<file path="config.mk">
export PLATFORM = sky130hd
export DESIGN_NAME = sync_fifo
export DESIGN_NICKNAME = d
export VERILOG_FILES = /design/src/rtl/sync_fifo.sv
export SDC_FILE = /design/constraint.sdc
export NUM_CORES = 1
export LEC_CHECK = 0
export ABC_AREA = 0
export BUFFER_PORTS_ARGS = -buffer_cell sky130_fd_sc_hd__buf_2
export CORE_MARGIN = 2
export CORE_UTILIZATION = 53
export CTS_CLUSTER_DIAMETER = 80
export DETAILED_ROUTE_END_ITERATION = 16
export PLACE_DENSITY_LB_ADDON = 0.1
export SLEW_MARGIN = 20
export SYNTH_ARGS = -nofsm -noshare
export SYNTH_HDL_FRONTEND = slang
export SYNTH_SLANG_ARGS = --single-unit
export TNS_END_PERCENT = 1
</file>
<file path="constraint.sdc">
create_clock -name clk -period 9 [get_ports clk]
set_input_delay 1.8 -clock clk [delete_from_list [all_inputs] [get_ports clk]]
set_output_delay 1.8 -clock clk [all_outputs]
set_load 0.03 [all_outputs]
</file>
<file path="src/rtl/sync_fifo.sv">
// sync_fifo: single-clock FIFO with configurable depth, almost-full/almost-empty
// thresholds, fill count and registered overflow/underflow pulses.
// Optional feature macro: SYNC_FIFO_FWFT_EN
//   undefined -> standard mode, data_out registered on each accepted read
//   defined   -> first-word-fall-through, data_out shows the head word
module sync_fifo #(
  parameter int DATA_WIDTH    = 8,
  parameter int DEPTH         = 16,
  parameter int AFULL_THRESH  = DEPTH - 2,
  parameter int AEMPTY_THRESH = 1
) (
  input  logic                   clk,
  input  logic                   rst,
  input  logic                   wen,
  input  logic [DATA_WIDTH-1:0]  data_in,
  output logic                   full,
  output logic                   almost_full,
  input  logic                   ren,
  output logic [DATA_WIDTH-1:0]  data_out,
  output logic                   empty,
  output logic                   almost_empty,
  output logic [$clog2(DEPTH):0] count,
  output logic                   overflow,
  output logic                   underflow
);

  localparam int AW = $clog2(DEPTH);
  localparam int CW = AW + 1;

  localparam logic [CW-1:0] DEPTH_C  = CW'(DEPTH);
  localparam logic [CW-1:0] AFULL_C  = CW'(AFULL_THRESH);
  localparam logic [CW-1:0] AEMPTY_C = CW'(AEMPTY_THRESH);
  localparam logic [CW-1:0] CNT_ONE  = CW'(1);
  localparam logic [AW-1:0] PTR_ONE  = AW'(1);

  logic [DATA_WIDTH-1:0] mem_r [DEPTH];
  logic [AW-1:0]         wr_ptr_r;
  logic [AW-1:0]         rd_ptr_r;
  logic [CW-1:0]         count_r;
  logic [CW-1:0]         count_nxt_s;
  logic                  full_r;
  logic                  almost_full_r;
  logic                  empty_r;
  logic                  almost_empty_r;
  logic                  overflow_r;
  logic                  underflow_r;
  logic                  wr_acc_s;
  logic                  rd_acc_s;

  // Accept decisions; a read on a full FIFO frees the slot a concurrent write uses.
  always_comb begin
    rd_acc_s = 1'b0;
    wr_acc_s = 1'b0;
    if (rst) begin
      rd_acc_s = 1'b0;
      wr_acc_s = 1'b0;
    end else begin
      rd_acc_s = ren && !empty_r;
      wr_acc_s = wen && (!full_r || ren);
    end
  end

  // Next occupancy: simultaneous accepted read and write leave the count unchanged.
  always_comb begin
    count_nxt_s = count_r;
    case ({wr_acc_s, rd_acc_s})
      2'b10:   count_nxt_s = count_r + CNT_ONE;
      2'b01:   count_nxt_s = count_r - CNT_ONE;
      default: count_nxt_s = count_r;
    endcase
  end

  // Pointers, count, status flags and error pulses; flags are decoded from the
  // next count so they line up with the registered count one edge after a request.
  always_ff @(posedge clk) begin
    if (rst) begin
      wr_ptr_r       <= {AW{1'b0}};
      rd_ptr_r       <= {AW{1'b0}};
      count_r        <= {CW{1'b0}};
      full_r         <= 1'b0;
      almost_full_r  <= 1'b0;
      empty_r        <= 1'b1;
      almost_empty_r <= 1'b1;
      overflow_r     <= 1'b0;
      underflow_r    <= 1'b0;
    end else begin
      if (wr_acc_s) begin
        wr_ptr_r <= wr_ptr_r + PTR_ONE;
      end else begin
        wr_ptr_r <= wr_ptr_r;
      end
      if (rd_acc_s) begin
        rd_ptr_r <= rd_ptr_r + PTR_ONE;
      end else begin
        rd_ptr_r <= rd_ptr_r;
      end
      count_r        <= count_nxt_s;
      full_r         <= (count_nxt_s == DEPTH_C);
      almost_full_r  <= (count_nxt_s >= AFULL_C);
      empty_r        <= (count_nxt_s == {CW{1'b0}});
      almost_empty_r <= (count_nxt_s <= AEMPTY_C);
      // A write into a full FIFO is only rejected when no read frees a slot.
      overflow_r     <= wen && full_r && !ren;
      // A read on an empty FIFO paired with a write is not flagged: the word
      // being written becomes the consumer's next read.
      underflow_r    <= ren && empty_r && !wen;
    end
  end

  // Storage array; contents are intentionally not cleared by reset.
  always_ff @(posedge clk) begin
    if (wr_acc_s) begin
      mem_r[wr_ptr_r] <= data_in;
    end else begin
      mem_r[wr_ptr_r] <= mem_r[wr_ptr_r];
    end
  end

`ifdef SYNC_FIFO_FWFT_EN
  logic [DATA_WIDTH-1:0] head_s;

  // Head word falls through from storage; zero while nothing is stored.
  always_comb begin
    head_s = {DATA_WIDTH{1'b0}};
    if (empty_r) begin
      head_s = {DATA_WIDTH{1'b0}};
    end else begin
      head_s = mem_r[rd_ptr_r];
    end
  end

  assign data_out = head_s;
`else
  logic [DATA_WIDTH-1:0] data_out_r;

  // Read data register: loaded on each accepted read, holds otherwise.
  always_ff @(posedge clk) begin
    if (rst) begin
      data_out_r <= {DATA_WIDTH{1'b0}};
    end else if (rd_acc_s) begin
      data_out_r <= mem_r[rd_ptr_r];
    end else begin
      data_out_r <= data_out_r;
    end
  end

  assign data_out = data_out_r;
`endif

  assign full         = full_r;
  assign almost_full  = almost_full_r;
  assign empty        = empty_r;
  assign almost_empty = almost_empty_r;
  assign count        = count_r;
  assign overflow     = overflow_r;
  assign underflow    = underflow_r;

endmodule
</file>
* Word level (Yosys, flattened, before mapping)
Memory sizes are Yosys's and may differ from the RTL's. A register that Yosys moved wholly into a read port is not among the register bits. Cells that the tools add are included.
Word-level totals: flip-flop bits (word level) 19, bits in writable memories 128, input port bits 12, output and inout port bits 19, word-level logic and storage cells 41, memories kept 1
Cells by class: add/sub/neg operators 4, magnitude comparators 2, eq/ne operators 4, multiplexer cells 7, bitwise gates (word level) 1, reduce and logical (&&, ||, !) cells 13
Memories:
- mem_r | words 16, bits a word 8, read ports 1, clocked after memory_dff 1, write ports 1, RTL line 36 | logic [DATA_WIDTH-1:0] mem_r [DEPTH];
Operators with widths (count):
- case mux 5 bit (2 select lines) | 1
- adder 4 x 1 -> 4 bit (second input constant) | 2
- two-way mux 8 bit | 1
- logical AND 1 bit | 6
- adder 5 x 1 -> 5 bit (second input constant) | 1
- == test 5 bit (second input constant) | 1
- >= comparator 5 x 4 -> 1 bit (second input constant) | 1
- less-or-equal comparator 5 x 1 -> 1 bit (second input constant) | 1
- zero test 5 bit | 1
- two-way mux 1 bit | 5
- subtractor 5 x 1 -> 5 bit (second input constant) | 1
- zero test 1 bit | 4
- == test 2 x 1 -> 1 bit (second input constant) | 1
- == test 2 bit (second input constant) | 1
- AND reduction 2 bit | 1
- logical OR 1 bit | 1
- != test 0 bit | 1
- bitwise OR 1 bit | 1

* Longest topological paths before layout
depth after elaboration 7, mapped depth 13, gate-level depth less buffers 11

* Least setup slack after synthesis
No wires, ideal clock.
path kind input to register, start input rst, end register almost_empty_r, in the netlist almost_empty, library setup time 0.116 ns, data arrival time 4.075 ns, required time 8.884 ns, slack 4.809 ns, cell stages on the path 13, buffers on the path 2, cells stage by stage clkbuf_1 > nand2b_1 > a21oi_2 > inv_1 > ha_1 > clkbuf_1 > xor2_1 > ha_1 > a21o_1 > a21oi_1 > nor4_1 > xnor2_1 > a31o_2
Between the ends: longest elaborated chain between the ends 4, elaborated cells on any way between the ends 6, classes of those cells order compare (1); eq/ne (2); mux (3)
Ends and longest elaborated chain:
- start, declared | RTL line 13 | input logic rst,
- two-way mux 1 bit | RTL line 54 | if (rst) begin
- == test 2 x 1 -> 1 bit or == test 2 bit (tied branches) | RTL line 66 | case ({wr_acc_s, rd_acc_s})
- case mux 5 bit (2 select lines) | RTL line 66
- less-or-equal comparator 5 x 1 -> 1 bit | RTL line 101 | almost_empty_r <= (count_nxt_s <= AEMPTY_C);
- end signal, assigned | RTL line 101
- end, declared | RTL line 44 | logic almost_empty_r;
Parallel ways exist; a longest one is shown, timed or not. A chain may end at the register's enable or synchronous reset.

* Final worst setup path
start input rst, end register full_r, in the netlist full
Between the ends: longest elaborated chain between the ends 4, elaborated cells on any way between the ends 6, classes of those cells eq/ne (3); mux (3)
Ends and longest elaborated chain:
- two-way mux 1 bit | RTL line 54
- == test 2 x 1 -> 1 bit or == test 2 bit (tied branches) | RTL line 66
- case mux 5 bit (2 select lines) | RTL line 66
- == test 5 bit | RTL line 98 | full_r <= (count_nxt_s == DEPTH_C);
- end signal, assigned | RTL line 98
- end, declared | RTL line 41 | logic full_r;
Parallel ways exist; a longest one is shown, timed or not.

==> impl_metrics.py <==
metrics = {
    "finish": {
        "final_cells": 528,
        "n_fill_cell": 803,
        "layout.nets": 393,
        "layout-drive-gt1-share_pct": 21.0,
        "syn_to_final_growth_pct": 12.4,
        "final_cell_mix": "edfxtp_1 (128), mux4_1 (30), buf_2 (30)",
        "seqCellArea_mm2": 0.00439,
        "n_antenna_cell": 0,
        "final_common_cell": "edfxtp_1",
        "multiInputGateArea_mm2": 0.00178,
    },
    "yosys": {
        "synth.distinct_cells": 37,
        "ys_seq_area_share_pct": 69.9,
        "synthTopCellsByArea": "edfxtp_1 (61%), mux4_1 (13%), dfxtp_1 (8.6%)",
        "async_flop_share_pct": 0,
        "ys_seq_elements": 155,
        "syn_nets": 364,
        "ys_warn_count": 0,
        "synth_ff_type": "edfxtp_1",
        "synth_top_area_share_pct": 61.2,
        "syn_inst": 344,
        "syn_area_mm2": 0.00628,
        "synth.avg_cell_area_um2": 18.2,
        "synth-edff-count": 128,
        "synth_top_cell_by_area": "edfxtp_1",
    },
    "timing": {
        "holdWs_ps": 464,
        "setup_viol": 0,
        "maxSlewViolCount": 0,
        "hold_viol_final": 0,
        "tightestPinTransition_ps": 992,
        "finClkSkew_ps": 7.30,
        "period_share_pct": 46.3,
        "rsz0062_at_grt": "no",
        "slew_headroom_pct": 33.6,
        "fin_tns_setup_ps": 0,
        "timing.final.crit_period_ps": 4170,
        "fmax_mhz": 240,
    },
    "detailed_routing": {
        "vias_per_cell": 5.83,
        "wl_mm": 11.2,
        "vias": 3077,
        "post-route-drc-count": 0,
        "ant_nets": 0,
        "wl_per_cell_um": 21.3,
        "drtPass1Iterations": 4,
        "drt_iter0_markers": 230,
    },
    "grt": {
        "grt_pass1_wl_mm": 17.6,
        "grt_max_degree": 37,
        "antenna_found_initial": 0,
        "grt_overflow": 0,
        "grt_pass1_vias": 3038,
        "grt_util_all_layers_pct": 19.3,
    },
    "setup_path": {
        "crit_required_ps": 9320,
        "rr_startpoint": "full",
        "crit_chain": "buf_2 > nand2b_1 > a21oi_2 > inv_1 > ha_1 > xor2_1 > ha_1 > a21o_1 > a21oi_1 > nor4_1 > xnor2_1 > nor4bb_1",
        "end_kind": "flip-flop",
        "rr_endpoint": "full",
        "worstPathArrival_ps": 4480,
        "cp.depth": 12,
        "crit_slowest_cell": "a21oi_2",
        "crit_type": "in2reg",
        "crit_end": "full",
        "crit_path_start": "rst",
        "cp_max_fo": 28,
        "cp_top_family": "simple AND/OR/NAND/NOR gates",
        "start_kind": "input port",
        "r2r_cells": 10,
        "crit_buf_inv": 2,
        "critPathMostFrequentCell": "ha_1",
        "r2r_slack_ps": 6350,
        "cp_slowest_stage_delay_ps": 330,
    },
    "clock_tree": {
        "cts_tree": "done",
        "cts_sinks": 155,
        "cts-htree-levels": 4,
        "postCtsSetupBuffers": 0,
        "post_cts_resized": 0,
        "clockBufferDepth": 2,
        "path_clk_slew_ps": 50,
        "cts_root_buf": "clkbuf_16",
        "clock_latency_ps": 420,
        "cts_inserted_buffers": 17,
        "hold_buffers": 0,
    },
    "place": {
        "dp_hpwl_mm": 7.15,
        "portBuffers": 30,
        "dp_cells": 497,
        "gp_congestion": 0.767,
    },
    "flow_run": {
        "cap_violations": 0,
    },
    "floorplan": {
        "io_pins": 31,
        "die_x_um": 113,
        "rows": 39,
        "die_area_mm2": 0.0127,
        "initial_utilization_pct": 54.7,
        "core_area_mm2": 0.0115,
        "fp.dieH_um": 113,
    },
    "hold_path": {
        "hold_class": "reg2reg",
        "hold_path_depth": 2,
    },
    "power": {
        "power_per_cell_area_mw_per_mm2": 219,
        "max-vdd-ir-drop_v": 0.000159,
        "power_leakage_nw": 2.38,
    },
    "status": {
        "outcome": "finished clean",
    },
}
## worst min path at each step
| stage | slack (ps) | start | end |
|---|---|---|---|
| 2_1_floorplan | 520 | wr_ptr_r[1] | wr_ptr_r[1] |
| 3_3_place_gp | 450 | data_out[2] | data_out[2] |
| 3_5_place_dp | 460 | data_out[5] | data_out[5] |
| 4_1_cts | 470 | data_out[5] | data_out[5] |
| 5_1_grt | 480 | data_out[2] | data_out[2] |
| 6_report | 460 | data_out[2] | data_out[2] |
## cell type report
cell class | count | area share (%)
timing repair buffer | 31 | 2.23
sequential | 155 | 62.2
clock buffer | 19 | 6.14
inverter | 5 | 0.266
clock inverter | 12 | 1.45
multi-input combinational | 163 | 25.2
tap | 143 | 2.54
## cells in the mapped netlist (2+ instances only)
master and number:
edfxtp_1 128, mux4_1 30, dfxtp_1 27, nor2_1 25
nand2_1 20, clkbuf_1 13, nand2b_1 13, mux4_2 10
ha_1 8, nor3_1 8, o21ai_1 8, xor2_1 7
inv_1 5, a21oi_1 4, xnor2_1 4, buf_8 3
nand4_1 3, o21ai_0 3, a21o_1 2, a31o_2 2
buf_1 2, buf_2 2, mux2i_1 2, nand3_1 2
## sequential cells by signal, summed over array words and instances, names as in the netlist
signal,cells
data_out,8
almost_empty,1
full,1
count,5
mem_r,128
underflow,1
wr_ptr_r,4
overflow,1
almost_full,1
rd_ptr_r,4
empty,1
## tightest hold or removal path: stages (launching register included)
cell      delay, ps
dfxtp_1         310
nand2b_1         60
o21ai_1          50
## per-layer routing
metal / up-vias / track usage (%) / routed length, µm
met3: 19 / 4.77 / 700
met5: - / 0 / 0
li1: 1425 / - / -
met4: 0 / 7.80 / 182
met2: 103 / 30.0 / 5390
met1: 1530 / 26.6 / 4950
## report_power, final
group | internal (W) | switching (W)
registers | 0.000788 | 0.0000171
logic | 0.0000419 | 0.0000504
clock network | 0.000376 | 0.000270
total | 0.00121 | 0.000338
## metrics by stage
stage / area, µm² / power, W / util (%) / setup WS (ps)
floorplan: 6280 / 0.000886 / - / 4810
global placement: 6520 / 0.000911 / 56.8 / 4540
detailed placement: 6520 / 0.000913 / 56.8 / 4400
CTS: 7050 / 0.00155 / 61.5 / 4850
global route: 7060 / 0.00159 / 61.5 / 4600
finish: 7060 / 0.00154 / 61.5 / 4830
## cells by family after synthesis
kind of cell             Yosys count  share of synthesized area, %
AO/OA/AOI/OAI                     23                          2.25
XOR/XNOR                          11                          1.54
adder cells (fa/ha/maj)            8                          1.59
buffers and inverters             26                          2.25
flip-flops                       155                          69.9
multiplexers                      42                          16.5
AND/OR/NAND/NOR                   79                          6.04
Power figures use the tool's default switching activity.
